[src/rtl/genius_pkg.sv]
// rtl/genius_pkg.sv - shared types and helpers for the Genius sequence player
package genius_pkg;

    localparam int SYM_W = 2;
    localparam int LED_W = 4;

    typedef enum logic [2:0] {
        ST_IDLE = 3'd0,
        ST_GEN  = 3'd1,
        ST_ON   = 3'd2,
        ST_OFF  = 3'd3,
        ST_DONE = 3'd4
    } state_t;

    function automatic logic [LED_W-1:0] onehot4(input logic [SYM_W-1:0] sym);
        logic [LED_W-1:0] one;
        one = {{(LED_W-1){1'b0}}, 1'b1};
        return one << sym;
    endfunction

endpackage

[src/rtl/genius_lfsr.sv]
// rtl/genius_lfsr.sv - 16-bit Galois LFSR (x^16+x^14+x^13+x^11+1) emitting a colour symbol
module genius_lfsr
    import genius_pkg::*;
#(
    parameter logic [15:0] SEED = 16'hACE1
) (
    input  logic             CLOCK,
    input  logic             reset,
    input  logic             step,
    output logic [SYM_W-1:0] sym
);

    logic [15:0] state;

    // Right-shifting Galois form; a non-zero seed can never reach the all-zero lock-up state.
    always_ff @(posedge CLOCK) begin
        if (reset) begin
            state <= SEED;
        end else if (step) begin
            state <= {1'b0, state[15:1]} ^ (state[0] ? 16'hB400 : 16'h0000);
        end
    end

    assign sym = state[SYM_W-1:0];

endmodule

[src/rtl/genius_fpga_player.sv]
// rtl/genius_fpga_player.sv - Genius sequence generator, LED playback and round tracking
module genius_fpga_player
    import genius_pkg::*;
#(
    parameter int MAX_ROUNDS = 16,
    parameter int ON_TICKS   = 25_000_000,
    parameter int OFF_TICKS  = 12_500_000,
    localparam int IDX_W     = $clog2(MAX_ROUNDS),
    localparam int ROUND_W   = $clog2(MAX_ROUNDS + 1),
    localparam int TICK_W    = $clog2(((ON_TICKS > OFF_TICKS) ? ON_TICKS : OFF_TICKS) + 1)
) (
    input  logic               CLOCK,
    input  logic               reset,
    input  logic               R1,
    input  logic               R2,
    input  logic               E1,
    input  logic               E3,
    input  logic [IDX_W-1:0]   rd_addr,
    output logic [SYM_W-1:0]   rd_sym,
    output logic [LED_W-1:0]   led,
    output logic               end_FPGA,
    output logic               win,
    output logic               busy,
    output logic [ROUND_W-1:0] round
);

    localparam logic [TICK_W-1:0]  ON_LAST   = TICK_W'(ON_TICKS - 1);
    localparam logic [TICK_W-1:0]  OFF_LAST  = TICK_W'(OFF_TICKS - 1);
    localparam logic [IDX_W-1:0]   PTR_LAST  = IDX_W'(MAX_ROUNDS - 1);
    localparam logic [ROUND_W-1:0] ROUND_MAX = ROUND_W'(MAX_ROUNDS);
    localparam logic [ROUND_W-1:0] ROUND_ONE = ROUND_W'(1);

    state_t             state, state_d;
    logic [IDX_W-1:0]   idx, idx_d;
    logic [IDX_W-1:0]   wr_ptr, wr_ptr_d;
    logic [TICK_W-1:0]  tick, tick_d;
    logic [LED_W-1:0]   led_d;
    logic               end_d;
    logic               e1_q;
    logic               e1_fall;
    logic               lfsr_step;
    logic [SYM_W-1:0]   lfsr_sym;
    logic [SYM_W-1:0]   seq [MAX_ROUNDS];

    assign e1_fall   = e1_q & ~E1;
    assign lfsr_step = E1 | (state == ST_GEN);
    assign busy      = (state == ST_GEN);
    assign win       = (round == ROUND_MAX);

    genius_lfsr u_lfsr (
        .CLOCK (CLOCK),
        .reset (reset),
        .step  (lfsr_step),
        .sym   (lfsr_sym)
    );

    always_ff @(posedge CLOCK) begin
        if (reset) begin
            state    <= ST_IDLE;
            idx      <= '0;
            wr_ptr   <= '0;
            tick     <= '0;
            e1_q     <= 1'b0;
            led      <= '0;
            end_FPGA <= 1'b0;
            rd_sym   <= '0;
            round    <= ROUND_ONE;
        end else begin
            state    <= state_d;
            idx      <= idx_d;
            wr_ptr   <= wr_ptr_d;
            tick     <= tick_d;
            e1_q     <= E1;
            led      <= led_d;
            end_FPGA <= end_d;
            rd_sym   <= seq[rd_addr];
            if (R1) begin
                round <= ROUND_ONE;
            end else if (R2 && (round != ROUND_MAX)) begin
                round <= round + 1'b1;
            end
        end
    end

    // Sequence memory is deliberately left unreset.
    always_ff @(posedge CLOCK) begin
        if (!reset && !R1 && (state == ST_GEN)) begin
            seq[wr_ptr] <= lfsr_sym;
        end
    end

    always_comb begin
        state_d  = state;
        idx_d    = idx;
        wr_ptr_d = wr_ptr;
        tick_d   = tick;
        case (state)
            ST_IDLE: begin
                if (e1_fall) begin
                    state_d  = ST_GEN;
                    wr_ptr_d = '0;
                end else if (E3) begin
                    state_d = ST_ON;
                    idx_d   = '0;
                    tick_d  = '0;
                end
            end
            ST_GEN: begin
                wr_ptr_d = wr_ptr + 1'b1;
                if (wr_ptr == PTR_LAST) begin
                    state_d = ST_IDLE;
                end
            end
            ST_ON: begin
                if (!E3) begin
                    state_d = ST_IDLE;
                end else if (tick == ON_LAST) begin
                    state_d = ST_OFF;
                    tick_d  = '0;
                end else begin
                    tick_d = tick + 1'b1;
                end
            end
            ST_OFF: begin
                if (!E3) begin
                    state_d = ST_IDLE;
                end else if (tick == OFF_LAST) begin
                    tick_d = '0;
                    if ((ROUND_W'(idx) + 1'b1) == round) begin
                        state_d = ST_DONE;
                    end else begin
                        idx_d   = idx + 1'b1;
                        state_d = ST_ON;
                    end
                end else begin
                    tick_d = tick + 1'b1;
                end
            end
            ST_DONE: begin
                if (!E3) begin
                    state_d = ST_IDLE;
                end
            end
            default: state_d = ST_IDLE;
        endcase
        if (R1) begin
            state_d = ST_IDLE;
            idx_d   = '0;
        end
    end

    // Outputs are decoded from the next state so they land in registers on the same edge.
    always_comb begin
        led_d = '0;
        end_d = 1'b0;
        case (state_d)
            ST_ON:   led_d = onehot4(seq[idx_d]);
            ST_DONE: end_d = 1'b1;
            default: ;
        endcase
    end

endmodule

[config.mk]
export PLATFORM = sky130hd
export DESIGN_NAME = genius_fpga_player
export DESIGN_NICKNAME = d
export VERILOG_FILES = /design/src/rtl/genius_pkg.sv /design/src/rtl/genius_lfsr.sv /design/src/rtl/genius_fpga_player.sv
export SDC_FILE = /design/constraint.sdc
export NUM_CORES = 1
export LEC_CHECK = 0
export ABC_AREA = 1
export BUFFER_PORTS_ARGS = -buffer_cell sky130_fd_sc_hd__clkbuf_2
export CAP_MARGIN = 5
export CORE_MARGIN = 3
export CORE_UTILIZATION = 40
export CTS_CLUSTER_DIAMETER = 200
export DETAILED_ROUTE_END_ITERATION = 8
export HOLD_SLACK_MARGIN = 0.08
export SLEW_MARGIN = 0
export SYNTH_ARGS = -nofsm -noshare
export SYNTH_HDL_FRONTEND = slang
export SYNTH_SLANG_ARGS = --single-unit
[constraint.sdc]
create_clock -name CLOCK -period 2.32 [get_ports CLOCK]
set_input_delay 0.464 -clock CLOCK [delete_from_list [all_inputs] [get_ports CLOCK]]
set_output_delay 0.464 -clock CLOCK [all_outputs]
set_load 0.01 [all_outputs]
---- After elaboration in Yosys (flattened, before gate mapping) ----
Memory sizes are Yosys's and may differ from the RTL's. A register that Yosys moved wholly into a read port is not among the register bits.
Index checks and enable logic that the tools add are counted.
word-level totals
  register bits after elaboration ......... 63
  memory bits (writable) .................. 32
  output and inout bits ................... 14
  memories ................................ 1
memory list
  name  words  width  rd ports  clocked after Yosys merged registers in  wr ports  line                      RTL
  seq   16     2      2         1                                        1         genius_fpga_player.sv:43  logic [SYM_W-1:0] seq [MAX_ROUNDS];
operators by class
  add/sub/neg operators ................... 5
  equal/unequal tests ..................... 17
  shifts and indexed selects .............. 1
  mux-type cells .......................... 31
  bitwise logic cells ..................... 5
  reductions and logical operators ........ 12
operators with widths
  kind                                                    count
  two-way mux 25 bit                                      6
  case mux 25 bit (3 select lines)                        1
  two-way mux 3 bit                                       10
  two-way mux 4 bit                                       7
  adder 25 x 1 -> 25 bit (second input constant)          1
  equality test 25 x 24 -> 1 bit (second input constant)  1
  equality test 25 bit (second input constant)            1
  two-way mux 16 bit                                      1
  case mux 4 bit (2 select lines)                         2
  bitwise XOR 15 x 16 -> 16 bit                           1
  case mux 3 bit (5 select lines)                         1
  != test 2 bit (second input constant)                   5
  equality test 3 x 2 -> 1 bit (second input constant)    3
  adder 4 x 1 -> 4 bit (second input constant)            2
  equality test 3 bit (second input constant)             2
  adder 4 x 1 -> 5 bit (second input constant)            1
  adder 5 x 1 -> 5 bit (second input constant)            1
  equality test 5 bit                                     1
  equality test 5 bit (second input constant)             1
  != test 5 bit (second input constant)                   1
  AND reduction 5 bit                                     1
  equality test 4 bit (second input constant)             1
  OR reduction 2 bit                                      2
  << shifter 1 x 2 -> 4 bit (first input constant)        1
  11 further kinds                                        17

---- Depth between registers and ports, before layout ----
Gate-level depths: netlist of run 1.
  word-level depth ........................ 10
  mapped depth ............................ 21

---- By module ----
A second synthesis of run 1 with hierarchy kept.
second synthesis, totals
  cell total of the unflattened synthesis .. 677
  area total of the unflattened synthesis .. 5097.4 um^2
by module, submodules not included
  module              instances  cells an instance  area an instance (um^2)  sequential area each (um^2)
  genius_fpga_player  1          595                4440.5                   1941.9
  genius_lfsr         1          82                 656.9                    320.3

---- Worst setup path before layout of run 1 ----
Ideal clock, no wire load.
  path type ............................... reg-to-reg
  from .................................... reg idx[0]
  to ...................................... reg led[1]
  data arrival time ....................... 2.012 ns
  data required time ...................... 2.256 ns
  slack ................................... 0.244 ns
  stages on the path, launching flop included .. 18
  clock period less this slack ............ 2.076 ns
  cells stage by stage .................... dfxtp_1 ha_1 xnor2_1 nand2_1 nor2_1 nand2_2 nand3_2 nand2_4 inv_4 nand2_8 buf_12 o21ai_2 nand2_1 nand3_1 nand3_1 nand2_2 inv_1 nor2_1
on the way
  cells in the longest elaborated chain, start to end .. 10
RTL lines
  what                                                           line                      RTL
  start, declared                                                genius_fpga_player.sv:34  logic [IDX_W-1:0] idx, idx_d;
  start signal, assigned                                         genius_fpga_player.sv:70  idx <= idx_d;
  branches (longest 10 deep; another with adder 4 x 1 -> 5 bit)  -
  end signal, assigned                                           genius_fpga_player.sv:74  led <= led_d;
  end, declared                                                  genius_fpga_player.sv:20  output logic [LED_W-1:0] led,
Several ways; the timed one is not identified.
A chain may end at the register's enable or synchronous reset.

---- Worst setup path after layout of run 1 ----
  from .................................... reg tick[0]
  to ...................................... reg led[3]
on the way
  cells in the longest elaborated chain, start to end .. 8
RTL lines
  what                                                         line                      RTL
  start, declared                                              genius_fpga_player.sv:36  logic [TICK_W-1:0] tick, tick_d;
  start signal, assigned                                       genius_fpga_player.sv:72  tick <= tick_d;
  branches (longest 8 deep; another with memory (16 x 2 bit))  -
Several ways; the timed one is not identified.

==> results of run 1 <==
-- worst max-delay path by stage --
stage          slack (ns)     from  cells after the start      to
2_1_floorplan        0.24   idx[0]                     17  led[1]
3_3_place_gp         0.07  tick[0]                     18  led[1]
3_5_place_dp         0.03  tick[0]                     17  led[3]
4_1_cts             0.007  tick[0]                     17  led[3]
5_1_grt             -0.06  tick[0]                     19  led[1]
6_report             0.13  tick[0]                     17  led[3]
-- critical path: cells and delay by family, from the launching register on --
kind	cells	cell delay [ns]
AOI/OAI and AO/OA	1	0.26
adders and majority gates	1	0.14
buffers and inverters	2	0.12
DFF	1	0.37
and+or+nand+nor	13	1.22
-- per-layer routing --
| layer | up-vias | track usage |
|---|---|---|
| met5 | - | 0 |
| met4 | 0 | 0.0777 |
| met3 | 20 | 0.0325 |
| met2 | 98 | 0.266 |
| met1 | 2025 | 0.229 |
| li1 | 2329 | - |
-- state kept, by name, summed over array words and instances (netlist names) --
register	count
seq	32
tick	25
u_lfsr.state	16
round	5
idx	4
led	4
wr_ptr	4
state	3
rd_sym	2
e1_q	1
end_FPGA	1
-- per-stage QoR --
stage	hold WS, ns	util	worst slack [ns]
after floorplan	0.429	-	0.244
after global placement	0.443	0.445	0.0655
after detailed placement	0.447	0.445	0.0271
after CTS	0.418	0.468	0.00686
after global routing	0.440	0.494	-0.0603
final	0.433	0.494	0.135
-- placed cells by master, fill, tap and decap left out, drive strengths merged --
cell type,count
a221oi,1
edfxtp,32
or2,3
dfxtp,65
a21oi,24
ha,8
nand3,55
nor3,18
nor2,114
a311oi,1
and3,1
nor4,5
o211ai,9
o221ai,2
o21a,3
a211oi,5
xnor2,5
a31oi,1
xor2,4
clkbuf,34
inv,88
o21ai,39
a2111oi,2
buf,29
bufinv,1
nor3b,7
o22ai,1
nand2,160
clkinv,5
nand4,8
-- layout make-up --
| cell class | count | area (sq um) | area share |
|---|---|---|---|
| Clock buffer | 11 | 233 | 0.0388 |
| Tap cell | 168 | 210 | 0.0350 |
| Timing Repair Buffer | 52 | 333 | 0.0555 |
| Clock inverter | 5 | 47.5 | 0.00792 |
| Multi-Input combinational cell | 476 | 2560 | 0.427 |
| Sequential cell | 97 | 2270 | 0.379 |
| Inverter | 89 | 344 | 0.0573 |
-- power groups by stage --
stage	combinational (uW)	sequential, uW	clock, uW
after global placement	210	1850	0
after detailed placement	215	1850	0
after global routing	258	1820	1560
after floorplan	138	1850	0
final	228	1820	1440
after CTS	217	1820	1480
-- cell families after synthesis --
logic type      Yosys count
flops                    97
simple gates            368
compound gates           88
buf+inv                 102
xor+xnor                  9
fa+ha+maj                 8
-- what timing repair did --
| item | in CTS | in global routing |
|---|---|---|
| hold endpoints to repair | 0 | 0 |
| gates resized for setup | 0 | 49 |
| buffers inserted | 0 | 13 |
| setup endpoints to repair | 0 | 11 |
==> impl_metrics.py, run 1 <==
metrics = {
    "synth": {
        "synth-xor-area-share": 0.0157,
        "synthMuxAreaShare": 0,
        "synthTopCellsByArea": "dfxtp_1 26%, edfxtp_1 19%, nand2_1 11%",
        "synth_top_area_share": 0.259,
        "syn_nets": 690,
        "ys_types": 43,
        "synth_edf_count": 32,
        "ys.warnings.count": 0,
        "async_reset_ff_frac": 0,
        "synth_ff_type": "dfxtp_1",
        "synth-adder-area-share": 0.0199,
        "synth_top_family_by_area": "simple AND/OR/NAND/NOR gates",
        "synth-seq-cells": 97,
        "netlist_area_sq_um": 5030,
        "yosysMostFrequentCell": "nand2_1",
        "netlist_instances": 672,
        "synth_top_area_cell": "dfxtp_1",
        "synth-seq-area-share": 0.449,
        "synthTopCellsByCount": "148 x nand2_1, 103 x nor2_1, 77 x inv_1",
        "syn_avg_cell_area_sq_um": 7.49,
        "synth-compound-area-share": 0.105,
        "synth_simple_gate_area_frac": 0.330,
    },
    "pwr": {
        "combPwrFrac": 0.065,
        "pwr-share-clk": 0.414,
        "switchingPower_uw": 788,
        "power_density_nw_per_um2": 581,
        "power.total_uw": 3490,
        "p_int_uw": 2700,
        "vdd_drop_max_v": 0.000389,
        "seq_power_share": 0.521,
        "p_leak_uw": 0.00244,
        "swShare": 0.226,
    },
    "drt": {
        "vias": 4472,
        "drc": 0,
        "postRouteAntennaNets": 0,
        "avgViaCountPerCell": 4.98,
        "routed_wl_microns": 11800,
        "drtPass1Iterations": 5,
        "met1_length_microns": 5690,
        "drt_first_iter_violations": 289,
        "route.detailed.wl_per_inst_microns": 13.2,
        "wl_met3_microns": 468,
        "met2_length_microns": 5400,
        "route.top_layer_used": "met4",
    },
    "layout": {
        "fin_nets": 743,
        "fin_area_sq_um": 6000,
        "layout-drive-gt1-share": 0.193,
        "final_cells": 898,
        "num-fill-cells": 1210,
        "area_growth_pct": 19.2,
        "diodes": 0,
    },
    "global_route": {
        "antenna_found_initial": 0,
        "first_global_vias": 4076,
        "track_usage": 0.170,
        "grt_max_degree": 26,
        "grt_pass1_wl_microns": 19600,
        "overflow": 0,
    },
    "clock_tree": {
        "cts_buffer_depth": 2,
        "clk_pin_slew_worst_paths_ns": 0.07,
        "htree_levels": 3,
        "clock_sinks": 97,
        "cts_tree": "yes",
        "cts_root_buf": "clkbuf_16",
        "ctsHoldBuffers": 0,
        "cts_inserted_buffers": 9,
        "clock_latency_ns": 0.35,
    },
    "timing": {
        "slew_headroom": 0.603,
        "tns_ns": 0,
        "max_freq_mhz": 458,
        "tightest_slew_ns": 0.580,
        "finalCritPeriodShare": 0.942,
        "period_needed_ns": 2.19,
        "rsz0062_at_grt": "true",
        "slew_viol_final": 0,
        "setup_viol": 0,
        "skew_ns": 0.00893,
        "report.final.hold_viol_count": 0,
    },
    "hold_path": {
        "hold_end": "rd_sym[1]",
        "worstHoldPathCells": 3,
        "worstHoldStart": "rd_addr[3]",
        "hold_path.class": "input port to flop",
    },
    "worst_setup_path": {
        "startpoint_type": "flop",
        "worst-path-max-fanout": 8,
        "required_ns": 2.61,
        "end_kind": "flop",
        "critical_path_class": "flop to flop",
        "reg2reg_from": "tick[0]",
        "rrSetupSlack_ns": 0.13,
        "crit_arrival_ns": 2.47,
        "r2r-end": "led[3]",
        "cp_cell_sequence": "ha_4, nand2_1, inv_1, nand2_2, nor2_2, nand3_2, nor2_4, nand2_2, nand2_2, nand3_4, a21oi_4, nand2_1, nand3_2, nand3_1, nand2_2, inv_1, nor2_1",
        "worst_path_most_repeated_cell": "nand2_2",
        "crit_slowest_cell": "dfxtp_2",
        "worst_path_largest_cell_delay_ns": 0.37,
        "ff2ff_path_depth": 17,
    },
    "floorplanning": {
        "die-area_sq_um": 14000,
        "core_sq_um": 12200,
        "ios": 24,
        "row_count": 40,
        "die_w_microns": 118,
        "start_util": 0.414,
        "die_h_microns": 118,
    },
    "status": {
        "outcome": "complete, no violations",
    },
    "job": {
        "maxCapViolations": 0,
    },
    "placed_design": {
        "dpl-instance-area_sq_um": 5410,
        "gp_congestion": 0.916,
        "portBuffers": 23,
        "dp_cells": 866,
        "place_hpwl_microns": 8670,
    },
}
No activity file was read; power rests on OpenSTA's default activity.
==> inputs of run 2 (changes only) <==
--- a/config.mk
+++ b/config.mk
@@ -5,12 +5,12 @@
 export SDC_FILE = /design/constraint.sdc
 export NUM_CORES = 1
 export LEC_CHECK = 0
-export ABC_AREA = 1
 export BUFFER_PORTS_ARGS = -buffer_cell sky130_fd_sc_hd__clkbuf_2
 export CAP_MARGIN = 5
-export CORE_MARGIN = 3
+export CORE_MARGIN = 2
 export CORE_UTILIZATION = 40
 export CTS_CLUSTER_DIAMETER = 200
+export CTS_CLUSTER_SIZE = 25
 export DETAILED_ROUTE_END_ITERATION = 8
 export HOLD_SLACK_MARGIN = 0.08
 export SLEW_MARGIN = 0
==> run 2 against run 1 <==
  * The run now ends with setup timing left
  * Highest routed layer unchanged
  * Register-to-register slack worse by 0.73 ns
  * Sequential power hardly changed
  * Critical endpoint is now led[0]
  * Cell count is 17% lower
  * Fmax is 25% lower
  * Non-clock buffer count is 69 higher
==> impl_metrics.py, run 2 <==
metrics = {
    "worst_setup_path": {
        "end_kind": "flop",
        "critical_path_class": "flop to flop",
        "ff2ff_path_depth": 12,
        "crit_arrival_ns": 3.20,
        "startpoint_type": "flop",
        "r2r-end": "led[0]",
        "worst-path-max-fanout": 8,
        "reg2reg_from": "idx[1]",
        "startpoint": "idx[1]",
        "rrSetupSlack_ns": -0.59,
        "required_ns": 2.60,
    },
    "status": {
        "outcome": "finished, violations left",
        "violations": "setup timing",
    },
    "timing": {
        "tightest_slew_ns": 0.731,
        "period_needed_ns": 2.91,
        "slew_viol_final": 0,
        "setup_viol": 4,
        "max_freq_mhz": 343,
        "report.final.hold_viol_count": 0,
        "slew_headroom": 0.512,
        "finalCritPeriodShare": 1.26,
        "rsz0062_at_grt": "true",
        "skew_ns": 0.00987,
        "setup_ws_ns": -0.593,
        "whs_ns": 0.455,
    },
    "clock_tree": {
        "clk_pin_slew_worst_paths_ns": 0.07,
        "cts_root_buf": "clkbuf_16",
        "clock_sinks": 97,
        "ctsHoldBuffers": 0,
        "cts_tree": "yes",
        "cts_buffer_depth": 2,
        "cts_inserted_buffers": 9,
        "clock_latency_ns": 0.35,
        "htree_levels": 3,
    },
    "drt": {
        "postRouteAntennaNets": 0,
        "vias": 3992,
        "avgViaCountPerCell": 5.34,
        "drc": 0,
        "routed_wl_microns": 11700,
        "drt_first_iter_violations": 189,
        "drtPass1Iterations": 4,
        "route.detailed.wl_per_inst_microns": 15.7,
    },
    "floorplanning": {
        "start_util": 0.405,
        "ios": 24,
        "die_h_microns": 114,
        "die-area_sq_um": 12900,
        "die_w_microns": 114,
        "core_sq_um": 11900,
        "row_count": 40,
    },
    "synth": {
        "synth-seq-cells": 97,
        "synth_ff_type": "dfxtp_1",
        "async_reset_ff_frac": 0,
        "synth_top_area_share": 0.271,
        "ys.warnings.count": 0,
        "yosysMostFrequentCell": "nor2_1",
        "synthTopCellsByCount": "66 x nor2_1, 65 x dfxtp_1, 57 x nand2_1",
        "synth_edf_count": 32,
        "synth_top_area_cell": "dfxtp_1",
        "netlist_instances": 484,
        "synthTopCellsByArea": "dfxtp_1 27%, edfxtp_1 20%, nor2_1 5.2%",
        "netlist_area_sq_um": 4800,
        "syn_avg_cell_area_sq_um": 9.92,
        "synth-seq-area-share": 0.471,
        "syn_nets": 502,
        "ys_types": 69,
    },
    "global_route": {
        "overflow": 0,
        "first_global_vias": 3902,
        "grt_pass1_wl_microns": 18900,
        "antenna_found_initial": 0,
        "grt_max_degree": 29,
        "track_usage": 0.186,
    },
    "hold_path": {
        "hold_path.class": "flop to flop",
        "worstHoldPathCells": 2,
        "hold_end": "u_lfsr.state[4]",
        "worstHoldStart": "u_lfsr.state[5]",
    },
    "layout": {
        "fin_nets": 613,
        "layout-drive-gt1-share": 0.347,
        "area_growth_pct": 33.7,
        "final_common_cell": "buf_4",
        "largestRegisters": "seq (32), tick (25), u_lfsr.state (16)",
        "postLayoutCoreUtil": 0.541,
        "final_cells": 747,
        "diodes": 0,
        "largest-register": "seq",
        "most-common-layout-cells": "90 x buf_4, 62 x nor2_1, 57 x nand2_1, 57 x dfxtp_1, 32 x edfxtp_1",
        "largest_reg_flops": 32,
    },
    "placed_design": {
        "portBuffers": 23,
        "dp_cells": 723,
        "place_hpwl_microns": 8540,
        "place_ws_ns": -0.566,
        "gp_congestion": 0.900,
    },
    "pwr": {
        "power_density_nw_per_um2": 558,
        "p_leak_uw": 0.00232,
        "vdd_drop_max_v": 0.000328,
    },
    "job": {
        "maxCapViolations": 0,
    },
}
[run 2: cell types whose count changed after synthesis, sizes merged, moves of 7 or more]
cell / delta
and2: +7
inv: -76
mux2i: +10
mux4: +10
nand2: -101
nand2b: +7
nand3: -41
nand3b: +8
nor2: -47
nor2b: +11
o211ai: -8
o21ai: -31
xnor2: +9
xor2: +14
[run 2: what timing repair did]
| action | CTS | global route |
|---|---|---|
| endpoints found under the setup margin | 29 | 32 |
| setup buffers | 6 | 1 |
| cloned | 1 | 0 |
| pin swaps | 25 | 5 |
| gates resized for setup | 30 | 12 |
[run 2: per-stage QoR]
step | power (uW) | TNS (ns) | instance area [sq um]
floorplan | 1980 | -0.982 | 4930
global placement | 2070 | -2.78 | 5830
detailed placement | 2070 | -4.43 | 5830
CTS | 3620 | -2.41 | 6340
global route | 3720 | -2.78 | 6420
finish | 3580 | -2.28 | 6420
[run 2: area by class of cell]
cell class | instances | area, sq um
Timing Repair Buffer | 121 | 902
Tap cell | 147 | 184
Inverter | 12 | 45.0
Multi-Input combinational cell | 354 | 2710
Fill cell | 1043 | 5440
Sequential cell | 97 | 2270
Clock buffer | 11 | 243
Clock inverter | 5 | 62.6
[run 2: worst max-delay path by stage]
stage	to	slack (ns)	cells after the start
finish	led[0]	-0.59	12
global route	led[2]	-0.71	12
CTS	led[0]	-0.55	13
detailed placement	led[2]	-0.57	12
global placement	led[0]	-0.44	12
floorplan	led[2]	-0.28	11
[run 2: per-layer routing]
layer | global-route usage | vias up | share of wire | wire length [microns]
met5 | 0 | - | 0 | 0
met4 | 0.0667 | 0 | 0.015 | 181
met3 | 0.0393 | 12 | 0.044 | 512
met2 | 0.303 | 82 | 0.48 | 5630
met1 | 0.248 | 1935 | 0.46 | 5370
li1 | - | 1963 | - | -
[run 2: power breakdown]
group / internal, uW / total, uW / switching [uW]
registers: 1780 / 1800 / 24.0
clock network: 875 / 1530 / 650
logic: 118 / 252 / 134
[run 2: cells by family (layout without fill, tap and decap cells)]
| kind of cell | count (synthesis) | after routing | share of synthesized area |
|---|---|---|---|
| simple gates | 223 | 223 | 0.240 |
| flops | 97 | 97 | 0.471 |
| compound gates | 70 | 70 | 0.112 |
| buf+inv | 33 | 149 | 0.0281 |
| xor+xnor | 32 | 32 | 0.0583 |
| mux | 21 | 21 | 0.0701 |
| fa+ha+maj | 8 | 8 | 0.0208 |
[run 2: worst max-delay path: stages, from the launching register on]
cell and delay (ns):
dfxtp_2 0.34, ha_4 0.18, o21ba_4 0.20, a221oi_4 0.29, o2111a_2 0.30, nor4_4 0.08, o21ai_4 0.30, buf_4 0.20
mux2i_4 0.25, a2111oi_4 0.11, nor4_4 0.33, nand3_1 0.14, nor2b_1 0.14
